`src/rtl/bin_to_bcd_seq.sv`:
```
// Iterative double-dabble binary-to-BCD converter, one bit per clock.
// Optional BIN_TO_BCD_SAT_EN: saturate bcd_out to all 9s on overflow.
module bin_to_bcd_seq #(
  parameter int N = 4,
  parameter int W = 4 * N
) (
  input  logic           clk,
  input  logic           rst_n,
  input  logic           start,
  input  logic [W-1:0]   bin_in,
  output logic           busy,
  output logic           done,
  output logic [4*N-1:0] bcd_out,
  output logic           overflow
);

  localparam int CW = $clog2(W + 1);
  localparam int BW = 4 * N;

  typedef enum logic [1:0] {
    IDLE    = 2'd0,
    CONVERT = 2'd1,
    DONE    = 2'd2
  } state_t;

  state_t state, state_nx;

  logic [W-1:0]  sh;
  logic [BW-1:0] bcd;
  logic          ovf;
  logic [CW-1:0] cnt;

  logic [BW-1:0] adj;
  logic [BW-1:0] bcd_sh;
  logic          carry;
  logic          accept;
  logic          step;
  logic          finish;

  assign accept = (state == IDLE) && start;
  assign step   = (state == CONVERT) && (cnt != '0);
  assign finish = (state == CONVERT) && (cnt == '0);

  // Add-3 correction on every digit that would overflow when doubled.
  always_comb begin
    adj = bcd;
    for (int k = 0; k < N; k++) begin
      if (bcd[4*k +: 4] >= 4'd5)
        adj[4*k +: 4] = bcd[4*k +: 4] + 4'd3;
    end
  end

  // Shift the corrected digits left; the binary MSB feeds digit 0.
  always_comb begin
    carry  = adj[BW-1];
    bcd_sh = {adj[BW-2:0], sh[W-1]};
  end

  // FSM state register.
  always_ff @(posedge clk or negedge rst_n) begin
    if (!rst_n)
      state <= IDLE;
    else
      state <= state_nx;
  end

  // Next-state: the extra zero-count cycle registers the result.
  always_comb begin
    state_nx = state;
    unique case (state)
      IDLE:    if (start) state_nx = CONVERT;
      CONVERT: if (cnt == '0) state_nx = DONE;
      DONE:    state_nx = IDLE;
      default: state_nx = IDLE;
    endcase
  end

  // Working registers: load on accept, one iteration per step.
  always_ff @(posedge clk or negedge rst_n) begin
    if (!rst_n) begin
      sh  <= '0;
      bcd <= '0;
      ovf <= 1'b0;
      cnt <= '0;
    end else if (accept) begin
      sh  <= bin_in;
      bcd <= '0;
      ovf <= 1'b0;
      cnt <= CW'(W);
    end else if (step) begin
      sh  <= sh << 1;
      bcd <= bcd_sh;
      ovf <= ovf | carry;
      cnt <= cnt - CW'(1);
    end
  end

  // Result registers update on the edge entering DONE and hold after.
  always_ff @(posedge clk or negedge rst_n) begin
    if (!rst_n) begin
      bcd_out  <= '0;
      overflow <= 1'b0;
    end else if (finish) begin
      overflow <= ovf;
`ifdef BIN_TO_BCD_SAT_EN
      bcd_out  <= ovf ? {N{4'h9}} : bcd;
`else
      bcd_out  <= bcd;
`endif
    end
  end

  assign busy = (state == CONVERT) || (state == DONE);
  assign done = (state == DONE);

endmodule
```
`config.mk`:
```
export PLATFORM = sky130hd
export DESIGN_NAME = bin_to_bcd_seq
export DESIGN_NICKNAME = d
export VERILOG_FILES = /design/src/rtl/bin_to_bcd_seq.sv
export SDC_FILE = /design/constraint.sdc
export NUM_CORES = 1
export LEC_CHECK = 0
export ABC_AREA = 1
export ABC_CLOCK_PERIOD_IN_PS = 2200
export CAP_MARGIN = 15
export CORE_ASPECT_RATIO = 0.5
export CORE_MARGIN = 5
export CORE_UTILIZATION = 48
export DETAILED_ROUTE_END_ITERATION = 16
export GPL_TIMING_DRIVEN = 1
export MAX_ROUTING_LAYER = met4
export PLACE_DENSITY_LB_ADDON = 0.05
export SLEW_MARGIN = 10
export SYNTH_ARGS = -nofsm -noshare
export SYNTH_HDL_FRONTEND = slang
export SYNTH_SLANG_ARGS = --single-unit
```
`constraint.sdc`:
```
create_clock -name clk -period 2.2 [get_ports clk]
set_clock_uncertainty 0.2 [all_clocks]
set_input_delay 0.33 -clock clk [delete_from_list [all_inputs] [get_ports clk]]
set_output_delay 0.33 -clock clk [all_outputs]
set_load 0.05 [all_outputs]
```
==> out/qor.yml, run 1 <==
synth_xor_area_share_pct: 0.636
path_depth: 1
synth_compound_area_share_pct: 9.58
required_ns: 1.67
rows: 19
slowest_delay_ns: 0.81
max_freq_ghz: 0.495
gp_congestion: 0.804
crit_type: "register to output pin"
antenna_found_initial: 0
die_w_microns: 117
hold_viol: 0
cp-end-kind: "output pin"
rsz0062_at_grt: "no"
crit_arrival_ns: 1.49
crit_fanout: 2
coreArea_sq_um: 5520
synth_top_family_by_area: "simple AND/OR/NAND/NOR gates"
synth_edf_count: 0
worst_slew_pin_slew_ns: 0.516
worst_path_max_delay_cell: "clkdlybuf4s50_1"
viasPerCell: 5.03
r2r_cells: 8
startpoint_type: "register"
synthesis.area_sq_um: 2760
timing.critical_path.max_delay_family: "buffers and inverters"
start_util_pct: 50.0
post-cts-setup-buffers: 0
final_antenna_net_count: 0
ys_ff_latch: 57
syn_inst: 324
diodes: 0
fin_crit_sh_pct: 91.9
syn_nets: 356
drv_cap: 0
die_y_microns: 63.6
grt_max_degree: 58
drt_first_iter_violations: 149
synthAdderAreaFrac_pct: 5.90
worst_skew_pair.late_latency_ns: 0.32
whs_path_depth: 2
vdd_drop_max_uv: 1170
post-route-util_pct: 63.4
first_pass_iters: 4
nets: 401
async_flop_share_pct: 100
p_per_area_nw_per_um2: 1200
finalSetupTns_ns: 0
max_slew_margin_pct: 65.5
synth_cell_types: 23
htreeDepth: 3
grt_first_pass_wirelength_mm: 10.2
drt_wl_total_mm: 5.83
grt_overflow_total: 0
yosysWarnings: 0
setup_viol: 0
grt_use_total_pct: 17.9
die_area_sq_um: 7450
synthMuxAreaShare_pct: 0
drc: 0
synth-seq-area-share_pct: 51.8
cts.sinks: 57
io_buffer_count: 37
ctsResizeCount: 0
reg2reg_slack_ns: 0.33
area_growth_pct: 27.0
hold_buffers: 1
tritoncts: "done"
synth_flop_cell: "dfrtp_1"
root_buffer: "clkbuf_16"
drv_slew: 0
clkTransAtPathRegs_ns: 0.05
status: "completed"
grt_pass1_vias: 2245
pin_count: 38
syn-mean-instance-area_sq_um: 8.50
cts_made_buffers: 9
p_leak_nw: 1.68
path_cells: "clkdlybuf4s50_1"
min_period_ns: 2.02
num_vias: 2247
crit_buf_inv: 1
routedWlPerCell_microns: 13.0
clk_path_buf_depth: 2
hold_class: "register to register"
place_hpwl_mm: 3.97
synthSimpleGateAreaFrac_pct: 24.5
drive_above_1_share_pct: 8.02
-- report_power, final --
| part | switching (mW) | internal [mW] |
|---|---|---|
| combinational | 0.920 | 0.477 |
| sequential | 0.139 | 1.30 |
| clock | 0.451 | 0.902 |
-- tightest hold or removal path, cell delays in order, from the launching register on --
cell	delay, ns
dfrtp_1	0.34
nand2_1	0.05
nand2_1	0.05
-- area by class of cell --
type | instances | area [sq um]
fill | 492 | 2020
tap | 73 | 91.3
clock buffer | 13 | 250
sequential | 57 | 1430
timing repair buffer | 43 | 433
inverter | 37 | 139
multi-input combinational | 221 | 1120
clock inverter | 3 | 40.0
-- Yosys cell counts (2+ instances only) --
cell type / number / area share [%]
inv_1: 35 / 4.8
xor2_1: 2 / 0.64
nand3_1: 36 / 6.5
clkbuf_1: 4 / 0.54
o211ai_1: 3 / 0.82
o21ai_0: 45 / 8.2
nand2_4: 2 / 0.82
nor3_1: 2 / 0.36
nand2_1: 105 / 14
nor2_1: 4 / 0.54
ha_1: 13 / 5.9
buf_6: 5 / 2.0
dfrtp_1: 57 / 52
inv_2: 2 / 0.27
-- metrics by stage --
step | cells | hold WS [ns] | instance area [sq um] | setup slack, ns | power, mW
floorplan | 324 | -0.166 | 2760 | 0.598 | 2.50
global placement | 430 | 0.154 | 3200 | 0.378 | 2.79
detailed placement | 430 | 0.154 | 3200 | 0.355 | 2.84
CTS | 447 | 0.275 | 3500 | 0.164 | 4.22
global route | 447 | 0.302 | 3500 | 0.129 | 4.45
finish | 447 | 0.275 | 3500 | 0.179 | 4.18
-- worst paths after layout --
kind,from,end
min in group asynchronous,rst_n,bcd[6]$_DFFE_PN0P_
min reg2reg,cnt[4]$_DFFE_PN0P_,cnt[4]$_DFFE_PN0P_
max reg2reg,cnt[0]$_DFFE_PN0P_,bcd[4]$_DFFE_PN0P_
max in group asynchronous,rst_n,cnt[4]$_DFFE_PN0P_
max,bcd_out[14]$_DFFE_PN0P_,bcd_out[14]
min,cnt[4]$_DFFE_PN0P_,cnt[4]$_DFFE_PN0P_
-- kinds of logic after synthesis --
logic type	Yosys count
adder cells (fa/ha/maj)	13
XOR/XNOR	2
buffers and inverters	46
AO/OA/AOI/OAI	51
AND/OR/NAND/NOR	155
flip-flops	57
-- routing by layer --
metal | up-vias | global-route usage (%) | routed length (microns)
met5 | - | - | 0
met4 | 0 | 5.58 | 78
met3 | 9 | 5.45 | 315
met2 | 47 | 26.9 | 2570
met1 | 1056 | 23.2 | 2870
li1 | 1135 | - | -
-- cell usage in the layout (no fill, tap or decap) --
cell type	instances
nand2_1	105
dfrtp_1	57
o21ai_0	45
nand3_1	36
inv_1	35
clkdlybuf4s50_1	34
ha_1	13
clkbuf_16	9
buf_4	5
nor2_1	4
o211ai_1	3
clkbuf_1	3
nand2_4	2
inv_2	2
xor2_1	2
nor3_1	2
clkinv_2	2
buf_12	2
nor2_2	1
nand3_2	1
nand2_2	1
nor2_4	1
o21ai_1	1
nand4_1	1
o22ai_1	1
nand4_2	1
a21oi_1	1
bufinv_16	1
clkbuf_8	1
dlygate4sd3_1	1
buf_2	1
-- flip-flops by register name, summed over array words and instances (netlist names) --
register  cells
ovf           1
overflow      1
cnt           5
state         2
bcd_out      16
bcd          16
sh           16
Note: power is estimated with default switching activity, not from simulation.
==> inputs of run 2 (changes only) <==
--- a/config.mk
+++ b/config.mk
@@ -12,9 +12,9 @@
 export CORE_MARGIN = 5
 export CORE_UTILIZATION = 48
 export DETAILED_ROUTE_END_ITERATION = 16
-export GPL_TIMING_DRIVEN = 1
 export MAX_ROUTING_LAYER = met4
 export PLACE_DENSITY_LB_ADDON = 0.05
+export SKIP_LAST_GASP = 1
 export SLEW_MARGIN = 10
 export SYNTH_ARGS = -nofsm -noshare
 export SYNTH_HDL_FRONTEND = slang
==> results of run 2 <==
The final DEF is identical to that of run 1; final timing and power are the same.
==> inputs of run 3 (changes only) <==
--- a/config.mk
+++ b/config.mk
@@ -7,7 +7,7 @@
 export LEC_CHECK = 0
 export ABC_AREA = 1
 export ABC_CLOCK_PERIOD_IN_PS = 2200
-export CAP_MARGIN = 15
+export CAP_MARGIN = 10
 export CORE_ASPECT_RATIO = 0.5
 export CORE_MARGIN = 5
 export CORE_UTILIZATION = 48
==> results of run 3 <==
The final DEF is identical to that of run 1; final timing and power are the same.
